File: config.mk
export PLATFORM = sky130hd
export DESIGN_NAME = hmmm_loader
export DESIGN_NICKNAME = d
export VERILOG_FILES = /design/src/rtl/hmmm_pkg.sv /design/src/rtl/hmmm_loader_timeout.sv /design/src/rtl/hmmm_loader.sv
export SDC_FILE = /design/constraint.sdc
export NUM_CORES = 1
export LEC_CHECK = 0
export BUFFER_PORTS_ARGS = -buffer_cell sky130_fd_sc_hd__buf_2
export CAP_MARGIN = 0
export CORE_MARGIN = 2
export CORE_UTILIZATION = 24
export DETAILED_ROUTE_END_ITERATION = 10
export PLACE_DENSITY = 0.44
export SETUP_SLACK_MARGIN = 0.4
export SLEW_MARGIN = 20
export SYNTH_ARGS = -nofsm -noshare
export SYNTH_HDL_FRONTEND = slang
export SYNTH_SLANG_ARGS = --single-unit
File: constraint.sdc
create_clock -name clk -period 4.01 [get_ports clk]
set_input_delay 0.802 -clock clk [delete_from_list [all_inputs] [get_ports clk]]
set_output_delay 0.802 -clock clk [all_outputs]
set_load 0.005 [all_outputs]
File: src/rtl/hmmm_pkg.sv
// ============================================================================
// Module      : hmmm_pkg
// Description : Shared constants and loader state encoding for the hmmm core.
// Revision    : 1.0 - initial release
// ============================================================================
`default_nettype none

package hmmm_pkg;

    localparam int         HMMM_BUS_W     = 16;
    localparam logic [7:0] HMMM_SYNC_BYTE = 8'hA5;

    typedef enum logic [2:0] {
        LDR_IDLE  = 3'd0,
        LDR_LEN   = 3'd1,
        LDR_HI    = 3'd2,
        LDR_LO    = 3'd3,
        LDR_ADDR  = 3'd4,
        LDR_DATA  = 3'd5,
        LDR_CKSUM = 3'd6,
        LDR_BOOT  = 3'd7
    } ldr_state_t;

endpackage

`default_nettype wire

File: src/rtl/hmmm_loader_timeout.sv
// ============================================================================
// Module      : hmmm_loader_timeout
// Description : Inter-byte idle watchdog; reloads on kick or when disabled,
//               expires after TIMEOUT_CYC consecutive idle enabled cycles.
// Revision    : 1.0 - initial release
// ============================================================================
`default_nettype none

module hmmm_loader_timeout #(
    parameter int TIMEOUT_CYC = 100000
) (
    input  logic clk,
    input  logic rst,
    input  logic kick_i,
    input  logic en_i,
    output logic expire_o
);

    generate
        if (TIMEOUT_CYC == 0) begin : g_disabled
            logic unused_ok;
            assign unused_ok = ^{clk, rst, kick_i, en_i};
            assign expire_o  = 1'b0;
        end else begin : g_enabled
            localparam int CW = (TIMEOUT_CYC > 1) ? $clog2(TIMEOUT_CYC + 1) : 1;
            logic [CW-1:0] cnt_q;

            always_ff @(posedge clk) begin
                if (!rst) begin
                    cnt_q <= CW'(TIMEOUT_CYC);
                end else if (!en_i || kick_i) begin
                    cnt_q <= CW'(TIMEOUT_CYC);
                end else if (cnt_q != '0) begin
                    cnt_q <= cnt_q - CW'(1);
                end
            end

            // Fires on the TIMEOUT_CYC-th idle cycle so the caller leaves on that edge.
            assign expire_o = en_i && !kick_i && (cnt_q == CW'(1));
        end
    endgenerate

endmodule

`default_nettype wire

File: src/rtl/hmmm_loader.sv
// ============================================================================
// Module      : hmmm_loader
// Description : Framed byte-stream program loader driving the hmmm core bus.
//               Optional trailing checksum: define HMMM_LOADER_CKSUM_EN.
// Revision    : 1.0 - initial release
// ============================================================================
`default_nettype none

module hmmm_loader
    import hmmm_pkg::*;
#(
    parameter int         ADDR_W      = 8,
    parameter int         TIMEOUT_CYC = 100000,
    parameter logic [7:0] SYNC_BYTE   = HMMM_SYNC_BYTE
) (
    input  logic                  clk,
    input  logic                  rst,
    input  logic                  in_valid,
    input  logic [7:0]            in_data,
    output logic                  in_ready,
    output logic [HMMM_BUS_W-1:0] bus_out,
    output logic                  bus_oe,
    output logic                  pgrm_addr,
    output logic                  pgrm_data,
    output logic                  cpu_rst,
    output logic                  busy,
    output logic                  err
);

`ifdef HMMM_LOADER_CKSUM_EN
    localparam ldr_state_t TAIL_STATE = LDR_CKSUM;
`else
    localparam ldr_state_t TAIL_STATE = LDR_BOOT;
`endif

    ldr_state_t                state_q, state_d;
    logic [ADDR_W-1:0]         len_q, len_d;
    logic [ADDR_W-1:0]         cnt_q, cnt_d;
    logic [HMMM_BUS_W-1:0]     word_q, word_d;
    logic                      err_q, err_d;
    logic [ADDR_W-1:0]         cnt_inc;
    logic                      accept;
    logic                      waiting;
    logic                      expire;
`ifdef HMMM_LOADER_CKSUM_EN
    logic                      hold_q, hold_d;
    logic [7:0]                cks_q, cks_d;
`endif

    assign in_ready = (state_q == LDR_IDLE) || (state_q == LDR_LEN) ||
                      (state_q == LDR_HI)   || (state_q == LDR_LO)  ||
                      (state_q == LDR_CKSUM);
    assign accept   = in_valid && in_ready;
    assign busy     = (state_q != LDR_IDLE);
    assign err      = err_q;
    assign cnt_inc  = cnt_q + ADDR_W'(1);

    // Only byte-waiting states are watched; a failed-checksum hold waits forever.
`ifdef HMMM_LOADER_CKSUM_EN
    assign waiting = (state_q == LDR_LEN) || (state_q == LDR_HI) ||
                     (state_q == LDR_LO)  || ((state_q == LDR_CKSUM) && !hold_q);
`else
    assign waiting = (state_q == LDR_LEN) || (state_q == LDR_HI) ||
                     (state_q == LDR_LO);
`endif

    hmmm_loader_timeout #(
        .TIMEOUT_CYC (TIMEOUT_CYC)
    ) u_timeout (
        .clk      (clk),
        .rst      (rst),
        .kick_i   (accept),
        .en_i     (waiting),
        .expire_o (expire)
    );

    always_comb begin
        state_d   = state_q;
        len_d     = len_q;
        cnt_d     = cnt_q;
        word_d    = word_q;
        err_d     = err_q;
        bus_out   = '0;
        bus_oe    = 1'b0;
        pgrm_addr = 1'b0;
        pgrm_data = 1'b0;
        cpu_rst   = 1'b0;
`ifdef HMMM_LOADER_CKSUM_EN
        hold_d    = hold_q;
        cks_d     = cks_q;
`endif

        case (state_q)
            LDR_IDLE: begin
                if (accept && (in_data == SYNC_BYTE)) begin
                    state_d = LDR_LEN;
                    err_d   = 1'b0;
                    cnt_d   = '0;
                end
            end
            LDR_LEN: begin
                if (accept) begin
                    len_d   = ADDR_W'(in_data);
                    state_d = (in_data == 8'd0) ? TAIL_STATE : LDR_HI;
`ifdef HMMM_LOADER_CKSUM_EN
                    cks_d   = in_data;
`endif
                end
            end
            LDR_HI: begin
                if (accept) begin
                    word_d[15:8] = in_data;
                    state_d      = LDR_LO;
`ifdef HMMM_LOADER_CKSUM_EN
                    cks_d        = cks_q ^ in_data;
`endif
                end
            end
            LDR_LO: begin
                if (accept) begin
                    word_d[7:0] = in_data;
                    state_d     = LDR_ADDR;
`ifdef HMMM_LOADER_CKSUM_EN
                    cks_d       = cks_q ^ in_data;
`endif
                end
            end
            LDR_ADDR: begin
                bus_out   = HMMM_BUS_W'(cnt_q);
                bus_oe    = 1'b1;
                pgrm_addr = 1'b1;
                state_d   = LDR_DATA;
            end
            LDR_DATA: begin
                bus_out   = word_q;
                bus_oe    = 1'b1;
                pgrm_data = 1'b1;
                cnt_d     = cnt_inc;
                state_d   = (cnt_inc == len_q) ? TAIL_STATE : LDR_HI;
            end
`ifdef HMMM_LOADER_CKSUM_EN
            LDR_CKSUM: begin
                // After a mismatch the core is held in reset until the host resyncs.
                if (hold_q) begin
                    cpu_rst = 1'b1;
                    if (accept && (in_data == SYNC_BYTE)) begin
                        state_d = LDR_IDLE;
                        hold_d  = 1'b0;
                        err_d   = 1'b0;
                    end
                end else if (accept) begin
                    if (in_data == cks_q) begin
                        state_d = LDR_BOOT;
                    end else begin
                        err_d  = 1'b1;
                        hold_d = 1'b1;
                    end
                end
            end
`endif
            LDR_BOOT: begin
                cpu_rst = 1'b1;
                state_d = LDR_IDLE;
            end
            default: begin
                state_d = LDR_IDLE;
            end
        endcase

        if (expire) begin
            state_d = LDR_IDLE;
            err_d   = 1'b1;
        end
    end

    always_ff @(posedge clk) begin
        if (!rst) begin
            state_q <= LDR_IDLE;
            len_q   <= '0;
            cnt_q   <= '0;
            word_q  <= '0;
            err_q   <= 1'b0;
`ifdef HMMM_LOADER_CKSUM_EN
            hold_q  <= 1'b0;
            cks_q   <= '0;
`endif
        end else begin
            state_q <= state_d;
            len_q   <= len_d;
            cnt_q   <= cnt_d;
            word_q  <= word_d;
            err_q   <= err_d;
`ifdef HMMM_LOADER_CKSUM_EN
            hold_q  <= hold_d;
            cks_q   <= cks_d;
`endif
        end
    end

endmodule

`default_nettype wire
==> results of run 1 <==
==> flip-flops by register name (all words and copies together), names as in the netlist <==
register / count
state_q: 3
cnt_q: 8
u_timeout.g_enabled.cnt_q: 17
err: 1
len_q: 8
word_q: 16
==> cell families after synthesis <==
family	synth area share
xor+xnor	0.0685
fa+ha+maj	0.0134
flops	0.377
compound gates	0.170
simple gates	0.314
buf+inv	0.0565
==> cell type report <==
class / instances / area (um^2) / area share
multi-input cells: 265 / 1590 / 0.495
flip-flops and latches: 53 / 1060 / 0.330
well taps: 143 / 179 / 0.0557
repair buffers: 34 / 173 / 0.0537
clock buffers: 7 / 143 / 0.0444
inverters: 10 / 37.5 / 0.0117
clock inverters: 1 / 30.0 / 0.00934
==> tightest hold or removal path, cell delays in order (launching register included) <==
cell and delay, ns:
dfxtp_1 0.31, nand2_1 0.05, a21boi_0 0.06
==> per-layer routing <==
| metal | global-route usage | vias to the layer above | part of all wire |
|---|---|---|---|
| met2 | 0.165 | 38 | 0.42 |
| met5 | 0 | - | 0 |
| li1 | - | 1236 | - |
| met1 | 0.172 | 1138 | 0.53 |
| met4 | 0.0301 | 0 | 0.012 |
| met3 | 0.0189 | 7 | 0.039 |
==> power by group through the flow <==
stage	combinational [W]	clock (W)	sequential, W
floorplan	0.0000153	0	0.000539
global placement	0.0000260	0	0.000539
detailed placement	0.0000260	0	0.000539
CTS	0.0000260	0.000523	0.000526
global route	0.0000282	0.000546	0.000526
finish	0.0000258	0.000502	0.000527
==> placed cells by master (no fill, tap or decap), types with 2 or more instances in the layout <==
master	instances
and3_1	16
inv_1	10
nor2b_1	10
or3_1	4
nor4_1	3
clkbuf_16	5
xor2_1	10
nor3_1	4
nand4_1	3
a211oi_1	2
nand3_1	11
xnor2_1	12
ha_1	3
dfxtp_1	53
a22o_1	8
a21oi_1	11
o21ai_0	13
a21boi_0	27
nand3b_1	5
buf_2	33
a22oi_1	2
nor2_1	24
nand2_1	68
o31ai_1	2
and2_1	7
==> through the flow <==
stage	std cells	util	power, W	hold WS (ns)
6_report	513	0.282	0.00105	0.464
5_1_grt	513	0.282	0.00110	0.485
4_1_cts	513	0.282	0.00107	0.467
3_5_place_dp	505	0.266	0.000565	0.457
3_3_place_gp	505	0.266	0.000565	0.451
2_1_floorplan	347	-	0.000554	0.434
==> worst paths after layout <==
| kind | from | endpoint | cells after the start |
|---|---|---|---|
| max reg2reg | state_q[2] | state_q[0] | 6 |
| max | state_q[2] | bus_out[4] | 4 |
| min | word_q[7] | word_q[7] | 2 |
| min reg2reg | word_q[7] | word_q[7] | 2 |
==> results.toml, run 1 <==
[power]
power_switching_w = 0.000206
combPwrFrac = 0.024
power_frac_seq = 0.500
leakagePower_nw = 1.27
power_density_nw_per_um2 = 328
p_clk_frac = 0.476
peakVddDrop_mv = 0.138
p_int_w = 0.000848
switching_share = 0.196

[setup_path]
r2r_setup_slack_ns = 1.38
critical_path_peak_fanout = 24
critPathArrivalTime_ns = 2.22
cp_top_family = "flip-flops"
end_kind = "output port"
path_cells = "nand2_1 -> inv_1 -> a22o_1 -> buf_2"
required_ns = 3.21
critPathLaunchType = "flip-flop"
cp_num_buf_inv = 2
slowest_delay_ns = 0.78
crit_type = "flip-flop to output port"
crit_slowest_cell = "dfxtp_1"

[die]
row_count = 39
start_util = 0.246
die_w_um = 112
dieArea_um2 = 12600
fp.coreArea_um2 = 11400
die_h_um = 112
ios = 34

[sta]
fin_ws_ns = 0.990
slew_headroom = 0.518
setup_viol = 0
setup_tns_ns = 0
max_freq_mhz = 331
rsz0062_at_grt = "no"
slew_violations = 0
finClkSkew_ns = 0.00479
worstMarginPinSlew_ns = 0.719
fin_crit_sh = 0.753
finalCriticalPeriod_ns = 3.02
hold_violations = 0

[place]
place_ws_ns = 1.33
dp_hpwl_mm = 5.13
numPortBuffers = 33
gp_congestion = 0.792
placed_cell_area_um2 = 3040

[cts]
path_clk_slew_ns = 0.07
clockBufferDepth = 2
ctsHoldBuffers = 0
htree_levels = 2
cts_tree = "yes"
cts_resized = 0
cts_buffers = 5
insertion_delay_ns = 0.29
cts_num_sinks = 53
cts_root_buf = "clkbuf_16"
cts_setup_buffers = 0

[final_layout]
nFillCells = 1264
finalInstanceArea_um2 = 3210
drive_above_1_share = 0.132
area_growth_pct = 14.3
antennaDiodeCount = 0
fin_nets = 383

[detailed_routing]
routed_via_density = 4.72
postRouteAntennaNets = 0
drt_iter0_markers = 157
routed_wl_mm = 7.08
drt_first_pass_iters = 4
vias = 2419
drc = 0
wl_per_cell_um = 13.8

[yosys]
synth.top_cell.area_share = 0.377
syn-cell-area_um2 = 2810
synthTopCellsByArea = "dfxtp_1, nand2_1, a21boi_0"
synthArstFlopShare = 0
synth-main-ff-cell = "dfxtp_1"
syn_nets = 361
synth_seq_cells = 53
avgSynthCellArea_um2 = 8.10
seq_area_frac_synth = 0.377
yosysUniqueCellTypes = 49
yosysMostFrequentCell = "nand2_1"
ys_warn_count = 0
synth_cells = 347
yosys-top-cells-count = "nand2_1, dfxtp_1, a21boi_0"
yosysTopAreaCell = "dfxtp_1"
synth_edf_count = 0

[global_routing]
track_usage = 0.113
grt_pass1_vias = 2263
grt_pass1_wl_mm = 11.6
antenna_found_initial = 0
grt_max_degree = 39
overflow = 0

[outcome]
status = "finished clean"

[hold_path]
min_path_type = "flip-flop to flip-flop"

[job]
drv_cap = 0
Power figures use the tool's default switching activity.
==> run 2: changes to the inputs <==
==> constraint.sdc (replaced) <==
create_clock -name clk -period 2.8 [get_ports clk]
set_input_delay 0.56 -clock clk [delete_from_list [all_inputs] [get_ports clk]]
set_output_delay 0.56 -clock clk [all_outputs]
set_load 0.005 [all_outputs]
==> results.toml, run 2 (same netlist as run 1, synthesis figures left out) <==
[global_routing]
met3_usage = 0.0184
grt_pass1_wl_mm = 12.0
grt_max_degree = 38
grt_pass1_vias = 2318
grt.busiest_layer = "met1"
overflow = 0
gr-usage-met2 = 0.169
track_usage = 0.116
antenna_found_initial = 0
use_met1 = 0.178

[die]
die_h_um = 112
dieArea_um2 = 12600
ios = 34
row_count = 39
start_util = 0.246
fp.coreArea_um2 = 11400
die_w_um = 112

[sta]
max_freq_mhz = 445
finalCriticalPeriod_ns = 2.25
slew_violations = 0
fin_ws_ns = 0.552
rsz0062_at_grt = "no"
setup_tns_ns = 0
hold_violations = 0
slew_headroom = 0.555
fin_crit_sh = 0.803
setup_viol = 0
worstMarginPinSlew_ns = 0.664
finClkSkew_ns = 0.00657

[cts]
clockBufferDepth = 2
cts_num_sinks = 53
htree_levels = 2
insertion_delay_ns = 0.29
cts_root_buf = "clkbuf_16"
path_clk_slew_ns = 0.07
cts_setup_buffers = 0
cts_tree = "yes"
ctsHoldBuffers = 0
cts_buffers = 5

[job]
drv_cap = 0

[final_layout]
top_register = "u_timeout.g_enabled.cnt_q"
nFillCells = 1282
antennaDiodeCount = 0
multi_input_area_um2 = 1590
area_growth_pct = 15.1
largestRegisters = "u_timeout.g_enabled.cnt_q: 17 flops, word_q: 16 flops"
stdcell_count = 518
seq_area_um2 = 1060
fin_nets = 388
layout_common_cells = "nand2_1, dfxtp_1, buf_2, a21boi_0, nor2_1"
drive_above_1_share = 0.155
final_common_cell = "nand2_1"
largest_reg_flops = 17
finalInstanceArea_um2 = 3240

[setup_path]
r2r_setup_slack_ns = 0.60
required_ns = 2.24
timing.rr.start = "u_timeout.g_enabled.cnt_q[0]"
critPathLaunchType = "flip-flop"
critical_path_peak_fanout = 11
reg2regPathDepth = 8
critPathArrivalTime_ns = 1.69
r2r-end = "u_timeout.g_enabled.cnt_q[9]"
end_kind = "output port"
crit_type = "flip-flop to output port"

[detailed_routing]
drt_first_pass_iters = 4
drt_iter0_markers = 104
vias = 2386
drc = 0
routed_wl_mm = 7.21
routed_via_density = 4.61
wl_per_cell_um = 13.9
postRouteAntennaNets = 0

[place]
gp_congestion = 0.786
placed_cells = 510
place_ws_ns = 0.465
numPortBuffers = 33
placed_cell_area_um2 = 3080
dp_hpwl_mm = 5.20

[power]
peakVddDrop_mv = 0.218
power_density_nw_per_um2 = 442
total_power_w = 0.00143
leakagePower_nw = 1.29

[hold_path]
min_to = "u_timeout.g_enabled.cnt_q[16]"
min_path_type = "flip-flop to flip-flop"
whs_path_depth = 2
holdCritStartpoint = "u_timeout.g_enabled.cnt_q[16]"

[outcome]
status = "finished clean"
==> run 2: cell count changes in the layout (fill, tap and decap cells not counted), sizes merged <==
cell,previous run,this run
clkinv,0,2
buf,34,39
clkbuf,7,6
bufinv,1,0
==> run 2: final cells by class <==
cell class | instances | area share
Inverter | 10 | 0.0116
Sequential cell | 53 | 0.329
Tap cell | 143 | 0.0553
Clock buffer | 6 | 0.0429
Clock inverter | 2 | 0.00425
Multi-Input combinational cell | 265 | 0.492
Timing Repair Buffer | 39 | 0.0650
==> run 2: worst max path at each step <==
stage / slack [ns] / endpoint / cells after the start / startpoint
6_report: 0.55 / bus_out[2] / 6 / state_q[0]
5_1_grt: 0.41 / bus_out[0] / 6 / state_q[0]
4_1_cts: 0.42 / bus_out[0] / 6 / state_q[0]
3_5_place_dp: 0.47 / cnt_q[5] / 7 / in_data[1]
3_3_place_gp: 0.52 / cnt_q[2] / 7 / in_data[1]
2_1_floorplan: 0.83 / bus_out[0] / 5 / state_q[0]
==> run 2: metrics by stage <==
step	utilization	hold WS [ns]
detailed placement	0.270	0.455
global route	0.283	0.487
floorplan	-	0.434
finish	0.283	0.459
global placement	0.270	0.448
CTS	0.283	0.464
==> run 2: per-layer routing <==
metal,vias up,part of all wire
met5,-,0
met4,0,0.011
met3,7,0.028
met2,39,0.43
met1,1100,0.54
li1,1240,-
==> run 2: timing repair <==
| item | in CTS | in global routing |
|---|---|---|
| hold endpoints to repair | 0 | 0 |
| setup endpoints to repair | 0 | 8 |
| resized for setup | 0 | 3 |
==> run 2: report_power, final <==
group	switching (W)	total, W	internal (W)
sequential	0.000000581	0.000754	0.000753
combinational	0.0000226	0.0000368	0.0000142
clock	0.000281	0.000638	0.000356
==> run 2: worst max-delay path, stage by stage (launching register included) <==
cell and delay (ns):
dfxtp_2 0.43, nor2b_1 0.21, nand2_1 0.09, inv_1 0.21, buf_4 0.21, a22o_1 0.14, buf_2 0.11
